==> src/rtl/xlnx_boot_seq_pkg.sv <==
// Shared types and default parameter values for the board boot sequencer.
package xlnx_boot_seq_pkg;

    typedef enum logic [2:0] {
        ST_WAIT_LOCK  = 3'd0,
        ST_DRAM_RST   = 3'd1,
        ST_WAIT_CALIB = 3'd2,
        ST_SOC_RST    = 3'd3,
        ST_RUN        = 3'd4,
        ST_ERROR      = 3'd5
    } state_e;

    localparam int DEBOUNCE_CYCLES_DEF = 1000;
    localparam int DRAM_RST_CYCLES_DEF = 64;
    localparam int SOC_RST_CYCLES_DEF  = 16;
    localparam int CALIB_TIMEOUT_DEF   = 2**24 - 1;
    localparam int USE_DRAM_DEF        = 1;

    function automatic int max3(input int a, input int b, input int c);
        int m;
        m = (a > b) ? a : b;
        return (m > c) ? m : c;
    endfunction

endpackage

==> src/rtl/xlnx_rst_debounce.sv <==
// Synchronizes the button and debug reset requests, ORs them, and debounces the result.
module xlnx_rst_debounce
    import xlnx_boot_seq_pkg::*;
#(
    parameter int Cycles = DEBOUNCE_CYCLES_DEF
) (
    input  logic clk_i,
    input  logic rst_ni,
    input  logic cpu_rst_i,
    input  logic vio_rst_i,
    output logic req_o
);

    localparam int CntW = $clog2(Cycles) + 1;
    localparam logic [CntW-1:0] CntLast = CntW'(Cycles - 1);

    logic [1:0]      r_cpu_sync;
    logic [1:0]      r_vio_sync;
    logic [CntW-1:0] r_cnt;
    logic            w_raw;

    assign w_raw = r_cpu_sync[1] | r_vio_sync[1];

    // r_cnt holds how many earlier consecutive cycles the raw request was high
    always_ff @(posedge clk_i) begin
        if (!rst_ni) begin
            r_cpu_sync <= '0;
            r_vio_sync <= '0;
            r_cnt      <= '0;
        end else begin
            r_cpu_sync <= {r_cpu_sync[0], cpu_rst_i};
            r_vio_sync <= {r_vio_sync[0], vio_rst_i};
            if (!w_raw) begin
                r_cnt <= '0;
            end else if (r_cnt != CntLast) begin
                r_cnt <= r_cnt + 1'b1;
            end
        end
    end

    assign req_o = w_raw && (r_cnt == CntLast);

endmodule

==> src/rtl/xlnx_boot_seq.sv <==
// Board boot sequencer: waits for clock lock, pulses DRAM reset, waits for calibration,
// then releases the SoC reset and latches the boot mode.
// state      | meaning
// WAIT_LOCK  | all resets held until the clock wizard locks
// DRAM_RST   | DRAM controller reset pulse
// WAIT_CALIB | waiting for DRAM calibration, bounded by a timeout
// SOC_RST    | SoC reset pulse before release
// RUN        | SoC running, boot mode latched
// ERROR      | fault hold; only a debounced reset request leaves
module xlnx_boot_seq
    import xlnx_boot_seq_pkg::*;
#(
    parameter int DebounceCycles = DEBOUNCE_CYCLES_DEF,
    parameter int DramRstCycles  = DRAM_RST_CYCLES_DEF,
    parameter int SocRstCycles   = SOC_RST_CYCLES_DEF,
    parameter int CalibTimeout   = CALIB_TIMEOUT_DEF,
    parameter int UseDram        = USE_DRAM_DEF
) (
    input  logic       clk_i,
    input  logic       rst_ni,
    input  logic       clk_locked_i,
    input  logic       calib_done_i,
    input  logic       cpu_rst_i,
    input  logic       vio_rst_i,
    input  logic [1:0] boot_mode_sw_i,
    input  logic [1:0] vio_boot_mode_i,
    input  logic       vio_boot_mode_sel_i,
    output logic       dram_rst_o,
    output logic       soc_rst_no,
    output logic [1:0] boot_mode_o,
    output logic       err_o,
    output logic [2:0] state_o
);

    localparam int CntW = $clog2(max3(DramRstCycles, SocRstCycles, CalibTimeout)) + 1;
    localparam logic [CntW-1:0] DramLast  = CntW'(DramRstCycles - 1);
    localparam logic [CntW-1:0] SocLast   = CntW'(SocRstCycles - 1);
    localparam logic [CntW-1:0] CalibLast = CntW'(CalibTimeout - 1);

    logic [1:0]      r_lock_sync;
    logic [1:0]      r_calib_sync;
    logic [CntW-1:0] r_cnt;
    logic [1:0]      r_boot_mode;
    state_e          r_state;
    state_e          w_state_next;
    logic            w_lock;
    logic            w_calib;
    logic            w_req;
    logic            w_use_dram;

    assign w_use_dram = (UseDram != 0);
    assign w_lock     = r_lock_sync[1];
    assign w_calib    = r_calib_sync[1];

    xlnx_rst_debounce #(
        .Cycles(DebounceCycles)
    ) u_rst_debounce (
        .clk_i    (clk_i),
        .rst_ni   (rst_ni),
        .cpu_rst_i(cpu_rst_i),
        .vio_rst_i(vio_rst_i),
        .req_o    (w_req)
    );

    always_ff @(posedge clk_i) begin
        if (!rst_ni) begin
            r_lock_sync  <= '0;
            r_calib_sync <= '0;
            r_state      <= ST_WAIT_LOCK;
            r_cnt        <= '0;
            r_boot_mode  <= '0;
        end else begin
            r_lock_sync  <= {r_lock_sync[0], clk_locked_i};
            r_calib_sync <= {r_calib_sync[0], calib_done_i};
            r_state      <= w_state_next;
            // saturate rather than wrap so a long dwell can never fake a terminal count
            if (w_state_next != r_state) begin
                r_cnt <= '0;
            end else if (r_cnt != '1) begin
                r_cnt <= r_cnt + 1'b1;
            end
            if (r_state == ST_SOC_RST && w_state_next == ST_RUN) begin
                r_boot_mode <= vio_boot_mode_sel_i ? vio_boot_mode_i : boot_mode_sw_i;
            end
        end
    end

    always_comb begin
        w_state_next = r_state;
        dram_rst_o   = 1'b0;
        soc_rst_no   = 1'b0;
        err_o        = 1'b0;
        case (r_state)
            ST_WAIT_LOCK: begin
                dram_rst_o = 1'b1;
                if (w_lock) w_state_next = w_use_dram ? ST_DRAM_RST : ST_SOC_RST;
            end
            ST_DRAM_RST: begin
                dram_rst_o = 1'b1;
                if (r_cnt == DramLast) w_state_next = ST_WAIT_CALIB;
            end
            ST_WAIT_CALIB: begin
                if (w_calib) w_state_next = ST_SOC_RST;
                else if (r_cnt == CalibLast) w_state_next = ST_ERROR;
            end
            ST_SOC_RST: begin
                if (r_cnt == SocLast) w_state_next = ST_RUN;
            end
            ST_RUN: begin
                soc_rst_no = 1'b1;
                if (!w_lock) w_state_next = ST_WAIT_LOCK;
                else if (w_use_dram && !w_calib) w_state_next = ST_ERROR;
            end
            ST_ERROR: begin
                dram_rst_o = 1'b1;
                err_o      = 1'b1;
            end
            default: begin
                dram_rst_o   = 1'b1;
                w_state_next = ST_WAIT_LOCK;
            end
        endcase
        // without DRAM the controller stays parked in reset for the whole run
        if (!w_use_dram) dram_rst_o = 1'b1;
        if (w_req) w_state_next = ST_WAIT_LOCK;
    end

    assign boot_mode_o = r_boot_mode;
    assign state_o     = r_state;

endmodule

==> config.mk <==
export PLATFORM = sky130hd
export DESIGN_NAME = xlnx_boot_seq
export DESIGN_NICKNAME = d
export VERILOG_FILES = /design/src/rtl/xlnx_boot_seq_pkg.sv /design/src/rtl/xlnx_rst_debounce.sv /design/src/rtl/xlnx_boot_seq.sv
export SDC_FILE = /design/constraint.sdc
export NUM_CORES = 1
export LEC_CHECK = 0
export ABC_CLOCK_PERIOD_IN_PS = 5500
export CAP_MARGIN = 10
export CORE_MARGIN = 4
export CORE_UTILIZATION = 45
export CTS_CLUSTER_DIAMETER = 80
export DETAILED_ROUTE_END_ITERATION = 7
export GPL_TIMING_DRIVEN = 0
export PLACE_DENSITY = 0.75
export REMOVE_ABC_BUFFERS = 1
export SETUP_SLACK_MARGIN = 0.15
export SLEW_MARGIN = 10
export SYNTH_ARGS = -nofsm -noshare
export SYNTH_HDL_FRONTEND = slang
export SYNTH_SLANG_ARGS = --single-unit
export TNS_END_PERCENT = 1
==> constraint.sdc <==
create_clock -name clk_i -period 5.5 [get_ports clk_i]
set_input_delay 1.1 -clock clk_i [delete_from_list [all_inputs] [get_ports clk_i]]
set_output_delay 1.1 -clock clk_i [all_outputs]
set_load 0.05 [all_outputs]
### Yosys cells after proc, flatten, opt, wreduce, memory -nomap -nowiden

Cells that the tools add are included.

| word-level totals | value |
|---|---|
| input port bits | 11 |
| flip-flop bits (word level) | 49 |
| output and inout bits | 8 |
| word-level logic and storage cells | 44 |

| operators by class | value |
|---|---|
| reduce and logical (&&, ||, !) cells | 6 |
| equal/unequal tests | 13 |
| add/sub/neg operators | 2 |
| bitwise operators | 2 |
| muxes and demuxes | 13 |

Operators by type and width:

| operator | number |
|---|---|
| 25-bit by 1-bit adder with 25-bit output, second input constant | 1 |
| 25-bit by 24-bit equality test with 1-bit output, second input constant | 1 |
| 25-bit by 4-bit equality test with 1-bit output, second input constant | 1 |
| 25-bit by 6-bit equality test with 1-bit output, second input constant | 1 |
| 25-bit != test, second input constant | 1 |
| 3-bit two-way mux | 8 |
| 3-bit one-hot mux with 6 select lines | 1 |
| 11-bit by 1-bit adder with 11-bit output, second input constant | 1 |
| 11-bit by 10-bit equality test with 1-bit output, second input constant | 1 |
| 11-bit by 10-bit != test with 1-bit output, second input constant | 1 |
| 3-bit equality test, second input constant | 3 |
| 3-bit by 2-bit equality test with 1-bit output, second input constant | 2 |
| 3-bit by 1-bit equality test with 1-bit output, second input constant | 1 |
| 3-bit logical NOT | 1 |
| 1-bit two-way mux | 3 |
| 3-bit != test | 1 |
| 3-bit OR reduction | 1 |
| 1-bit logical AND | 2 |
| 2-bit two-way mux | 1 |
| 2-bit AND reduction | 1 |
| 2-bit OR reduction | 1 |
| 1-bit inverter | 1 |
| 1-bit bitwise OR | 1 |

### Logic depth before layout (Yosys ltp)

| logic depth | value |
|---|---|
| depth in word-level cells | 7 |
| gate-level depth with buffers | 9 |

### By module

From an unflattened synthesis, not the netlist that was laid out.

| unflattened totals | value |
|---|---|
| cells, all modules | 277 |
| area total of the unflattened synthesis | 2458.6 um^2 |

Modules (own cells, without submodules):

| module | times used | area an instance (um^2) | cells each |
|---|---|---|---|
| xlnx_boot_seq | 1 | 1846.8 | 210 |
| xlnx_rst_debounce | 1 | 611.8 | 67 |

### Worst setup path after synthesis

No wires, ideal clock.

| path | value |
|---|---|
| path kind | register -> output |
| start | register r_state[2], in the netlist state_o[2] |
| end | output port dram_rst_o |
| data arrival time | 2.713 ns |
| cell stages (with the launch flop) | 5 |
| data required time | 4.400 ns |
| path slack | 1.687 ns |
| path buffers | 1 |
| cells stage by stage | dfxtp_1 clkbuf_1 inv_1 nor3_1 nor2_1 |

| on the way | value |
|---|---|
| cells in the longest elaborated chain, start to end | 3 |

RTL lines:

| item | line | RTL |
|---|---|---|
| start: declaration | xlnx_boot_seq.sv:44 | `state_e r_state;` |
| start signal: assignment | xlnx_boot_seq.sv:75 | `r_state <= w_state_next;` |
| 3-bit by 2-bit equality test with 1-bit output / 3-bit equality test (equally long branches) | xlnx_boot_seq.sv:93 | `case (r_state)` |
| 3-bit OR reduction (no source line) (*) | - |  |
| 1-bit two-way mux (*) | xlnx_boot_seq.sv:93 |  |
| end: declaration | xlnx_boot_seq.sv:28 | `output logic dram_rst_o,` |

Mark *: on every way between the ends. The rest lies on a longest branch, timed or not.

### Worst setup path after layout

| path | value |
|---|---|
| start | register r_state[2], in the netlist state_o[2] |
| end | output port soc_rst_no |

| on the way | value |
|---|---|
| cells in the longest elaborated chain, start to end | 2 |

RTL lines:

| item | line | RTL |
|---|---|---|
| 3-bit equality test | xlnx_boot_seq.sv:93 |  |
| 1-bit two-way mux | xlnx_boot_seq.sv:93 |  |
| end: declaration | xlnx_boot_seq.sv:29 | `output logic soc_rst_no,` |

Every way passes these cells.

==> summary.md <==
| Metric | Value |
|---|---|
| Fmax | 313.0 MHz |
| Seq cells post-synth | 49 |
| CTS resizes | 0 |
| # placed instances | between 300 and 400 |
| Peak supply drop | 0.1231 mV |
| Antenna cells | 0 |
| Worst-Margin Slew | approximately 0.81 ns |
| Final non-filler cell total | 374 |
| Slew Limit Fails | 0 |
| Setup crit end kind | primary output |
| Post-route setup slack | 2.305 ns |
| Worst EP arrival | 2.09 ns |
| EDFF count, synth | 0 |
| Vias | 2072 |
| Worst slew margin | 45.57% |
| Final Hold Viols | 0 |
| CTS clk-pin slew, worst paths | 0.09 ns |
| Sequential-to-total area share from yosys stat | 40.50% |
| Crit path max fanout | 11 |
| Pre-CTS WS | 2.533 ns |
| Total GRT Usage | 16.62% |
| Clock sink count | 49 |
| Layout cell share with drive strength beyond 1 | 5.921% |
| Initial antenna violation count | 0 |
| Root buffer cell | clkbuf_8 |
| PortBufs | 18 |
| # IOs | 19 |
| TritonCTS buffer count | 5 |
| Syn. warnings | 0 |
| Post-DRT Antenna Nets | 0 |
| First-pass GRT wire length | 8.576 mm |
| Vias in the first global route | 1820 |
| Setup Fix Bufs, Post-CTS | 0 |
| Starting DRT DRC Count | 168 |
| Mapped Area | 2422 um2 |
| Outcome | completed |
| Unrepaired setup endpoints after global routing | false |
| Worst Hold Class | reg -> reg |
| Initial Utilization | 46.83% |
| Fin crit period | 3.195 ns |
| Die span in y | 81.37 um |
| CTS tree | yes |
| Largest net degree at the start of global routing | 26 |
| Synth area leaders | dfxtp_1 (40%), nor2_1 (7.4%), xor2_1 (6.5%) |
| Max_cap viols | 0 |
| Die X | about 80 um |
| Post-route setup TNS | 0 ns |
| Avg Cell Area, Syn | 8.411 um2 |
| FFs w/ async S/R, synth | 0% |
| Util after Layout | ~53% |
| Hold buffers post-CTS | 0 |
| Skew final | ~0.0046 ns |
| Critical Path Start Type | flop |
| Grt ovf | 0 |
| Post-synth top area cell | dfxtp_1 |
| Yosys cell types | 43 |
| H-tree depth | 2 |
| Area of the core | 5172 um2 |
| Clock latency on the worst-skew pair | 0.31 ns |
| DRC viols | 0 |
| Final net count | 317 |
| Vias per cell | 5.540 |
| DRT Wirelength | 5.029 mm |
| Drt pass-1 iters | 4 |
| Layout area overhead | 13.58% |
| Row count | 26 |
| Final setup violation count | 0 |
| CP required | 4.40 ns |
| Share of the synthesized area in the top cell type | around two fifths |
| Post-Synthesis Cells | approximately 290 |
| Hpwl dp | roughly 3.5 mm |
| Power Density | 241.2 nW/um2 |
| Kind of critical path | reg -> out |
| Full die area | 6621 um2 |
| Clock buffer depth | 2 |
| Synth Flop Type | dfxtp_1 |
| Drt wl/cell | about 13 um |
| Final Cycle Share | 58.09% |
| Leak pwr | 0.9491 nW |
| GP Congestion | 0.8985 |
synth_stat cells (2+ instances only):
| cell | number |
|---|---|
| a211oi_1 | 2 |
| a21oi_1 | 7 |
| a31oi_1 | 2 |
| and2_1 | 10 |
| and3_1 | 7 |
| and4_1 | 2 |
| buf_2 | 2 |
| buf_6 | 2 |
| clkbuf_1 | 6 |
| dfxtp_1 | 49 |
| ha_1 | 3 |
| inv_1 | 4 |
| mux2_2 | 2 |
| mux2i_1 | 3 |
| nand2_1 | 19 |
| nand3_1 | 26 |
| nand4_1 | 9 |
| nor2_1 | 48 |
| nor2b_1 | 4 |
| nor3_1 | 9 |
| nor4_1 | 15 |
| o21ai_0 | 3 |
| or2_2 | 4 |
| or3_1 | 3 |
| or4_1 | 3 |
| xnor2_1 | 10 |
| xor2_1 | 18 |
sequential cells by signal (all words and copies together), names as in the netlist:
name and flops:
state_o 3, r_lock_sync 2, r_cnt 25, r_calib_sync 2
u_rst_debounce.r_cnt 11, u_rst_debounce.r_vio_sync 2, boot_mode_o 2, u_rst_debounce.r_cpu_sync 2
layout by cell type, fill, tap and decap left out, drive strengths merged, types with 9 or more instances in the layout:
cell type / synthesis / final
nor3: 9 / 9
nor2: 48 / 48
xor2: 18 / 18
dfxtp: 49 / 49
nand3: 27 / 27
clkdlybuf4s50: 0 / 18
nand4: 10 / 10
xnor2: 10 / 10
nand2: 19 / 19
nor4: 15 / 15
and2: 10 / 10
power by group:
part	switching, mW	internal, mW	leakage (nW)	total [mW]
registers	0.00457	0.360	0.397	0.364
clock network	0.129	0.139	0.0591	0.268
logic	0.0162	0.0149	0.493	0.0311
total	0.150	0.514	0.949	0.664
worst max-delay path, cell delays in order (launching register included):
cell and delay (ns):
dfxtp_1 0.55, inv_1 0.16, nor3_1 0.23, clkdlybuf4s50_1 0.85
worst paths after layout:
check / from / slack, ns / cells after the start / end
worst max-delay path: state_o[2] / 2.31 / 3 / soc_rst_no
worst min-delay path: u_rst_debounce.r_vio_sync[0] / 0.44 / 1 / u_rst_debounce.r_vio_sync[1]
worst max register to register: r_cnt[1] / 2.95 / 7 / r_cnt[15]
worst min register to register: u_rst_debounce.r_vio_sync[0] / 0.44 / 1 / u_rst_debounce.r_vio_sync[1]
layer usage:
metal	wire length [um]	global-route usage [%]	up-vias
li1	-	-	1048
met1	2380	23.10	962
met2	2322	25.08	50
met3	196	2.661	12
met4	130	7.601	0
met5	0	0	-
area by class of cell:
| cell class | count | area (um2) |
|---|---|---|
| flip-flops and latches | 49 | 980.9 |
| well taps | 70 | 87.58 |
| inverters | 4 | 15.01 |
| clock inverters | 3 | 47.55 |
| repair buffers | 18 | 180.2 |
| clock buffers | 5 | 68.82 |
| multi-input cells | 225 | 1371 |
| fillers | 483 | 2421 |
cell families (layout without fill, tap and decap cells):
group	count (synthesis)	in the layout	share of synthesized area, %
AOI/OAI and AO/OA	24	24	7.387
adders and majority gates	3	3	1.550
xor gates and xnor gates	28	28	10.12
buffers and inverters	14	30	2.892
muxes	5	5	2.169
and+or+nand+nor	165	165	35.38
DFF	49	49	40.50
per-stage QoR:
step	total power, mW	hold WS [ns]	instance area (um2)
global placement	0.4029	0.4182	2635
global route	0.6916	0.4586	2751
detailed placement	0.4035	0.4222	2635
floorplan	0.3894	0.4118	2367
CTS	0.6710	0.4465	2751
finish	0.6637	0.4416	2751
Note: power is estimated with default switching activity, not from simulation.
